$ cat config.mk
export PLATFORM = sky130hd
export DESIGN_NAME = if_stage
export DESIGN_NICKNAME = d
export VERILOG_FILES = /design/src/rtl/if_stage.sv
export SDC_FILE = /design/constraint.sdc
export NUM_CORES = 1
export LEC_CHECK = 0
export CORE_ASPECT_RATIO = 1.75
export CORE_MARGIN = 2
export CORE_UTILIZATION = 54
export DETAILED_ROUTE_END_ITERATION = 8
export HOLD_SLACK_MARGIN = 0.05
export PLACE_DENSITY_LB_ADDON = 0.12
export SLEW_MARGIN = 10
export SYNTH_ARGS = -nofsm -noshare
export SYNTH_HDL_FRONTEND = slang
export SYNTH_SLANG_ARGS = --single-unit
$ cat constraint.sdc
create_clock -name clk -period 6.1 [get_ports clk]
set_input_delay 1.525 -clock clk [delete_from_list [all_inputs] [get_ports clk]]
set_output_delay 1.525 -clock clk [all_outputs]
set_load 0.01 [all_outputs]
$ cat src/rtl/if_stage.sv
// Instruction-fetch stage: single-outstanding imem fetch, gshare branch prediction
// and the IF/ID pipeline register feeding decode.
module if_stage #(
  parameter logic [31:0] RESET_PC = 32'h0000_0000
) (
  input  logic        clk,
  input  logic        rst,
  output logic        imem_req_valid,
  input  logic        imem_req_ready,
  output logic [31:0] imem_req_addr,
  input  logic        imem_rsp_valid,
  input  logic [31:0] imem_rsp_rdata,
  input  logic        id_stall,
  input  logic        id_redirect_valid,
  input  logic [31:0] id_redirect_addr,
  input  logic        ex_redirect_valid,
  input  logic [31:0] ex_redirect_addr,
  input  logic        ex_redirect_trap,
  input  logic        ex_pht_update_valid,
  input  logic [5:0]  ex_pht_idx,
  input  logic        ex_branch_taken,
  output logic        id_q_valid,
  output logic [31:0] id_q_insn,
  output logic [31:0] id_q_pc,
  output logic [31:0] id_q_pc_plus_4,
  output logic        id_q_intr,
  output logic        id_predict_btaken,
  output logic [5:0]  id_pht_idx
);
  typedef enum logic [1:0] {S_REQ, S_WAIT, S_HOLD} state_t;

  state_t      state;
  logic [31:0] pc;
  logic [31:0] fpc;
  logic        drop;
  logic        intr_pending;
  logic [31:0] hold_insn;
  logic        hold_btaken;
  logic [5:0]  hold_idx;
  logic [1:0]  pht [64];
  logic [5:0]  ghr;

  logic        redirect;
  logic [31:0] redirect_addr;
  logic [5:0]  look_idx;
  logic        look_btaken;
  logic        rsp_load;
  logic        hold_load;
  logic        q_load;
  logic [1:0]  upd_ctr;

  always_comb begin
    redirect      = ex_redirect_valid | (id_redirect_valid & ~id_stall);
    redirect_addr = ex_redirect_valid ? ex_redirect_addr : id_redirect_addr;
    look_idx      = fpc[7:2] ^ ghr;
    look_btaken   = (imem_rsp_rdata[6:0] == 7'b1100011) & pht[look_idx][1];
    rsp_load      = (state == S_WAIT) & imem_rsp_valid & ~drop & ~redirect & ~id_stall;
    hold_load     = (state == S_HOLD) & ~id_stall & ~redirect;
    q_load        = rsp_load | hold_load;
    upd_ctr       = pht[ex_pht_idx];
  end

  assign imem_req_valid = (state == S_REQ) & ~redirect & ~rst;
  assign imem_req_addr  = pc;

  // Non-speculative predictor state: only resolved EX outcomes train it.
  always_ff @(posedge clk) begin
    if (rst) begin
      pht <= '{default: 2'b01};
      ghr <= '0;
    end else if (ex_pht_update_valid) begin
      if (ex_branch_taken && upd_ctr != 2'b11)
        pht[ex_pht_idx] <= upd_ctr + 2'd1;
      else if (!ex_branch_taken && upd_ctr != 2'b00)
        pht[ex_pht_idx] <= upd_ctr - 2'd1;
      ghr <= {ghr[4:0], ex_branch_taken};
    end
  end

  always_ff @(posedge clk) begin
    if (rst) begin
      state        <= S_REQ;
      pc           <= RESET_PC;
      fpc          <= RESET_PC;
      drop         <= 1'b0;
      intr_pending <= 1'b0;
      hold_insn    <= '0;
      hold_btaken  <= 1'b0;
      hold_idx     <= '0;
    end else begin
      if (ex_redirect_valid && ex_redirect_trap)
        intr_pending <= 1'b1;
      else if (q_load)
        intr_pending <= 1'b0;

      case (state)
        S_REQ: begin
          if (redirect) begin
            pc <= redirect_addr;
          end else if (imem_req_ready) begin
            fpc   <= pc;
            state <= S_WAIT;
          end
        end
        S_WAIT: begin
          // A redirect coinciding with the response consumes that response
          // directly; drop is only needed while the stale response is still due.
          if (imem_rsp_valid) begin
            drop <= 1'b0;
            if (redirect) begin
              pc    <= redirect_addr;
              state <= S_REQ;
            end else if (drop) begin
              state <= S_REQ;
            end else if (!id_stall) begin
              pc    <= fpc + 32'd4;
              state <= S_REQ;
            end else begin
              hold_insn   <= imem_rsp_rdata;
              hold_btaken <= look_btaken;
              hold_idx    <= look_idx;
              state       <= S_HOLD;
            end
          end else if (redirect) begin
            pc   <= redirect_addr;
            drop <= 1'b1;
          end
        end
        S_HOLD: begin
          if (redirect) begin
            pc    <= redirect_addr;
            state <= S_REQ;
          end else if (!id_stall) begin
            pc    <= fpc + 32'd4;
            state <= S_REQ;
          end
        end
        default: state <= S_REQ;
      endcase
    end
  end

  always_ff @(posedge clk) begin
    if (rst) begin
      id_q_valid        <= 1'b0;
      id_q_insn         <= '0;
      id_q_pc           <= '0;
      id_q_pc_plus_4    <= '0;
      id_q_intr         <= 1'b0;
      id_predict_btaken <= 1'b0;
      id_pht_idx        <= '0;
    end else if (ex_redirect_valid) begin
      id_q_valid <= 1'b0;
      id_q_intr  <= 1'b0;
    end else if (q_load) begin
      id_q_valid        <= 1'b1;
      id_q_insn         <= hold_load ? hold_insn : imem_rsp_rdata;
      id_q_pc           <= fpc;
      id_q_pc_plus_4    <= fpc + 32'd4;
      id_q_intr         <= intr_pending;
      id_predict_btaken <= hold_load ? hold_btaken : look_btaken;
      id_pht_idx        <= hold_load ? hold_idx : look_idx;
    end else if (!id_stall) begin
      id_q_valid <= 1'b0;
      id_q_intr  <= 1'b0;
    end
  end

endmodule

==> run_results.csv, run 1 <==
group,metric,value,unit
floorplan,start_util,55.0,%
synthesis,synth_xor_xnor_area_share,1.91,%
layout,finish.instance_area,19900,um2
route,m1WireLength,19.2,mm
synthesis,yosys_most_used_dff,"dfxtp_1",
synthesis,synth-seq-cells,344,
clock_tree,cts_hold_buf,0,
setup_path,end_kind,"output pin",
synthesis,synth_area_per_cell,8.19,um2
timing,rsz0062_at_grt,"no",
route,wl_met3,3.44,mm
global_routing,grt_max_degree,96,
route,met2_wirelength,26.4,mm
clock_tree,cts-resized-gates,0,
global_routing,globalRouteOverflowTotal,0,
setup_path,path_max_fanout,14,
timing,finalCritPeriodShare,81.8,%
status,status,"finished clean",
global_routing,grt_pass1_wl,80.4,mm
floorplan,rows,83,
layout,num-fill-cells,2503,
placement,dp_hpwl,36.0,mm
layout,instances_no_fill,2517,
power_and_ir_drop,p_leak,6.76,nW
global_routing,grt_pass1_vias,14747,
layout,drive_gt1_share,7.55,%
setup_path,cp.required,4580,ps
route,highest_layer,"met4",
setup_path,crit_type,"primary input to output pin",
synthesis,synth_simple_gate_area_share,17.4,%
timing,drv_slew,0,
timing,tightest_slew,1120,ps
synthesis,synth_nets,2091,
placement,preCtsSetupSlack,724,ps
global_routing,grt_usage,32.3,%
power_and_ir_drop,power_density,255,nW/um2
layout,multiInputGateArea,8410,um2
job,cap_violations,0,
placement,port_buffers,249,
timing,tns,0,ps
clock_tree,htreeDepth,2,
route,drtAntennaViolNets,0,
clock_tree,tritoncts,"built",
layout,utilization,67.8,%
layout,syn_to_final_growth,23.4,%
synthesis,synth_compound_area_share,23.4,%
route,viasPerCell,6.22,
clock_tree,cts_buffer_depth,3,
layout,layout.nets,2229,
floorplan,core,29400,um2
floorplan,die_x,135,um
synthesis,ys_seq_area_share,42.6,%
route,first_pass_iters,7,
clock_tree,clock_sinks,344,
synthesis,synth_top_family_by_area,"compound AO/OA/AOI/OAI gates",
timing,skew,8.73,ps
clock_tree,cts_buffers,34,
setup_path,arrival,3460,ps
setup_path,r2r_setup_slack,2480,ps
layout,seq_area,6890,um2
clock_tree,clock_latency,530,ps
worst_hold_path,hp-class,"register to register",
synthesis,synth_cells,1972,
power_and_ir_drop,finalPower,5.08,mW
floorplan,ios,250,
placement,dp_cells,2456,
timing,hold_viol_final,0,
route,dr_total_vias,15661,
synthesis,synthAdderAreaFrac,0.542,%
route,wl_per_cell,20.7,um
placement,placed_area,18700,um2
clock_tree,cts-root-buf,"clkbuf_16",
route,drt-initial-drc-count,1392,
floorplan,die_h,233,um
synthesis,async_reset_ff_share,0,%
power_and_ir_drop,ir_worst_vdd,0.259,mV
timing,fmax,0.201,GHz
route,route.detailed.drc,0,
clock_tree,cts_setup_buffers,0,
synthesis,synth_warnings,0,
global_routing,antenna_found_initial,1,
placement,place.gp.congestion,0.968,
timing,holdWs,450,ps
floorplan,die_area,31400,um2
setup_path,critPathLaunchType,"primary input",
timing,slew-limit-headroom,24.9,%
synthesis,synth-edff-count,0,
timing,setup_slack,1110,ps
synthesis,muxShareOfSynthArea,8.64,%
clock_tree,path_clk_slew,60,ps
timing,post-route-min-period,4990,ps
timing,setup_viol,0,
route,postRouteWirelength,52.1,mm
synthesis,synth.cell_area,16200,um2
synthesis,synth.distinct_cells,64,
==> synthesized netlist by cell type, drive strengths merged, types with 14 or more instances <==
cell	n	area [um2]
a211oi	31	233
clkbuf	148	556
mux4	34	766
buf	47	266
dfxtp	344	6890
inv	16	60.1
nor3	36	180
mux2i	55	551
nor2	167	627
a21oi	210	1050
xnor2	18	176
o311ai	62	543
nand4	17	106
o21ai	192	961
xor2	15	131
o22ai	35	219
nand3	46	230
a311oi	19	166
a22oi	14	105
nand2	328	1230
==> path summary, 6_finish.rpt <==
path	start	end	cells past startpoint
setup / recovery	id_stall	imem_req_valid	8
hold / removal	id_q_pc[15]	id_q_pc[15]	2
setup reg to reg	state[0]	imem_req_addr[27]	7
hold reg to reg	id_q_pc[15]	id_q_pc[15]	2
==> critical path, stage by stage <==
cell and delay [ps]:
clkdlybuf4s50_1 460, buf_4 220, nor2b_1 100, nor2_1 100, buf_4 210, nand2_1 120, nor2_1 150, clkdlybuf4s50_1 570
==> cell families after synthesis <==
group / Yosys count
flops: 344
compound gates: 623
fa+ha+maj: 7
buf+inv: 214
simple gates: 655
xor+xnor: 33
mux: 96
==> layout by cell type (no fill, tap or decap), types with 7 or more instances in the layout <==
cell and instances:
nor2_1 166, mux2_2 7, a311oi_1 19, dfxtp_1 344
and3_1 7, nor3_1 34, o22ai_1 35, nor2b_1 7
a21oi_1 210, clkdlybuf4s50_1 246, ha_1 7, mux4_2 34
nand4_1 17, xor2_1 15, inv_1 16, o311ai_0 28
clkbuf_8 9, a221oi_1 7, o21ai_0 186, a211oi_1 31
nand3b_1 8, nand2_1 328, nand3_1 46, a22oi_1 14
or3_1 11, mux2i_1 55, o221ai_1 8, xnor2_1 16
clkbuf_16 37, o311ai_1 34, buf_4 44, o211ai_1 12
==> cell type report <==
type,instances,area share (%)
Multi-Input combinational cell,1414,42.2
Sequential cell,344,34.6
Timing Repair Buffer,297,14.5
Clock buffer,49,5.27
Tap cell,382,2.40
Clock inverter,10,0.640
Inverter,19,0.358
Antenna cell,2,0.0251
==> metal layers <==
metal | global-route usage, % | vias up
li1 | - | 7352
met1 | 37.0 | 7436
met2 | 56.6 | 693
met3 | 4.66 | 180
met4 | 18.8 | 0
met5 | 0 | -
==> power breakdown <==
part	switching, mW	internal (mW)	total (mW)
registers	0.0398	2.29	2.33
logic	0.316	0.220	0.536
clock network	0.899	1.32	2.22
total	1.25	3.83	5.08
Note: power is estimated with default switching activity, not from simulation.
==> inputs of run 2 (changes only) <==
CORE_UTILIZATION = 49   (was 54)
clock period = 4.3 ns   (was 6.1 ns; I/O delays follow)
==> run 2 against run 1 <==
  * Worst hold slack improved by 4.0 ps
  * Critical path depth grew 8
  * Flip-flop and latch count stayed put
  * Die area rose by 10%
  * Highest routed layer unchanged
==> run_results.csv, run 2 (synthesis gave the netlist of run 1 again) <==
group,metric,value,unit
worst_hold_path,hold_start,"id_q_pc[12]",
setup_path,crit_path_start,"ex_pht_idx[2]",
timing,tns,0,ps
global_routing,grt_max_degree,81,
timing,fmax,0.247,GHz
route,wl_per_cell,21.2,um
global_routing,grt_pass1_vias,15331,
power_and_ir_drop,finalPower,7.06,mW
layout,num-fill-cells,2910,
timing,hold_viol_final,0,
layout,finish.instance_area,20400,um2
clock_tree,cts_buffer_depth,3,
timing,holdWs,454,ps
power_and_ir_drop,power_density,346,nW/um2
power_and_ir_drop,clockPowerShare,41.4,%
placement,dp_hpwl,38.9,mm
floorplan,die_x,141,um
layout,syn_to_final_growth,26.2,%
layout,layout_common_cells,"dfxtp_1, nand2_1, clkdlybuf4s50_1",
floorplan,ios,250,
layout,layout.nets,2286,
setup_path,critPathLaunchType,"primary input",
timing,rsz0062_at_grt,"no",
floorplan,die_area,34500,um2
setup_path,crit_type,"primary input to register",
layout,utilization,62.4,%
timing,finalCritPeriodShare,94.3,%
setup_path,cp.required,4660,ps
timing,slew-limit-headroom,21.1,%
power_and_ir_drop,ir_worst_vdd,0.257,mV
layout,seq_area,6890,um2
route,first_pass_iters,7,
power_and_ir_drop,p_leak,7.01,nW
route,drtAntennaViolNets,0,
clock_tree,path_clk_slew,70,ps
floorplan,rows,88,
status,status,"finished clean",
global_routing,grt_pass1_wl,84.9,mm
power_and_ir_drop,seqPwrFrac,46.7,%
setup_path,arrival,4420,ps
clock_tree,cts_setup_buffers,0,
setup_path,path_max_fanout,24,
worst_hold_path,hp-class,"register to register",
placement,place.gp.congestion,0.931,
global_routing,grt_usage,31.0,%
global_routing,antenna_found_initial,0,
route,postRouteWirelength,55.0,mm
route,drt-initial-drc-count,1203,
route,dr_total_vias,15847,
floorplan,die_h,244,um
timing,skew,17.7,ps
layout,mostFrequentLayoutCell,"dfxtp_1",
layout,drive_gt1_share,9.96,%
floorplan,start_util,49.4,%
job,cap_violations,0,
timing,tightest_slew,1180,ps
power_and_ir_drop,swShare,26.1,%
power_and_ir_drop,combPwrFrac,11.8,%
clock_tree,clock_latency,540,ps
timing,setup_viol,0,
clock_tree,htreeDepth,2,
route,route.detailed.drc,0,
floorplan,core,32700,um2
placement,port_buffers,249,
power_and_ir_drop,p_sw,1.84,mW
power_and_ir_drop,intPower,5.22,mW
clock_tree,tritoncts,"built",
route,viasPerCell,6.11,
clock_tree,clock_sinks,344,
clock_tree,cts_buffers,34,
global_routing,globalRouteOverflowTotal,0,
timing,drv_slew,0,
placement,placed_area,19300,um2
timing,post-route-min-period,4060,ps
layout,multiInputGateArea,8420,um2
clock_tree,cts-root-buf,"clkbuf_16",
setup_path,end_kind,"register",
-- run 2: changes by cell type in the layout (fill, tap and decap cells not counted), sizes merged --
cell,previous run,this run
buf,50,107
bufinv,3,1
clkbuf,50,45
clkinv,8,11
clkinvlp,1,2
diode,2,1
inv,17,19
-- run 2: routing by layer --
layer | part of all wire (%) | wire length [um] | GRT usage [%] | vias up
li1 | - | - | - | 7466
met1 | 37 | 20600 | 35.5 | 7581
met2 | 51 | 27900 | 55.3 | 633
met3 | 5.6 | 3080 | 3.78 | 167
met4 | 6.2 | 3390 | 17.6 | 0
met5 | 0 | 0 | 0 | -
-- run 2: worst max-delay path: stages --
cell,delay [ps]
clkdlybuf4s50_1,500
buf_12,180
buf_4,170
nand2b_1,200
o221ai_1,150
a222oi_1,430
o22ai_1,150
nor3_2,200
inv_1,60
ha_1,190
mux2i_2,190
and3_2,270
nand2_1,140
buf_12,190
o21ai_0,170
o311ai_0,140
-- run 2: repair_timing --
item / in CTS / in global routing
gates resized for setup: 0 / 3
hold buffers: 0 / 0
setup endpoints to repair: 0 / 44
-- run 2: power by group through the flow --
stage | clock network [mW] | registers [mW] | logic [mW]
6_report | 2.93 | 3.30 | 0.837
5_1_grt | 3.07 | 3.30 | 0.892
4_1_cts | 2.96 | 3.30 | 0.832
3_5_place_dp | 0 | 3.37 | 0.829
3_3_place_gp | 0 | 3.37 | 0.821
2_1_floorplan | 0 | 3.37 | 0.417
-- run 2: layout make-up --
| class | count | share of cell area, % |
|---|---|---|
| Antenna cell | 1 | 0.0123 |
| Timing Repair Buffer | 354 | 16.9 |
| Clock buffer | 44 | 4.61 |
| Clock inverter | 14 | 0.577 |
| Tap cell | 405 | 2.48 |
| Sequential cell | 344 | 33.8 |
| Multi-Input combinational cell | 1414 | 41.3 |
| Inverter | 19 | 0.350 |
-- run 2: through the flow --
step,worst slack [ps],cells
floorplan,57.1,1972
global placement,-292,2536
detailed placement,-385,2536
CTS,178,2594
global route,26.2,2594
finish,244,2595
-- run 2: final timing paths --
| path | endpoint | slack [ps] | cells past startpoint |
|---|---|---|---|
| max reg2reg | register | 1160 | 13 |
| min reg2reg | id_q_pc[12] | 450 | 2 |
| max | register | 240 | 16 |
| min | id_q_pc[12] | 450 | 2 |
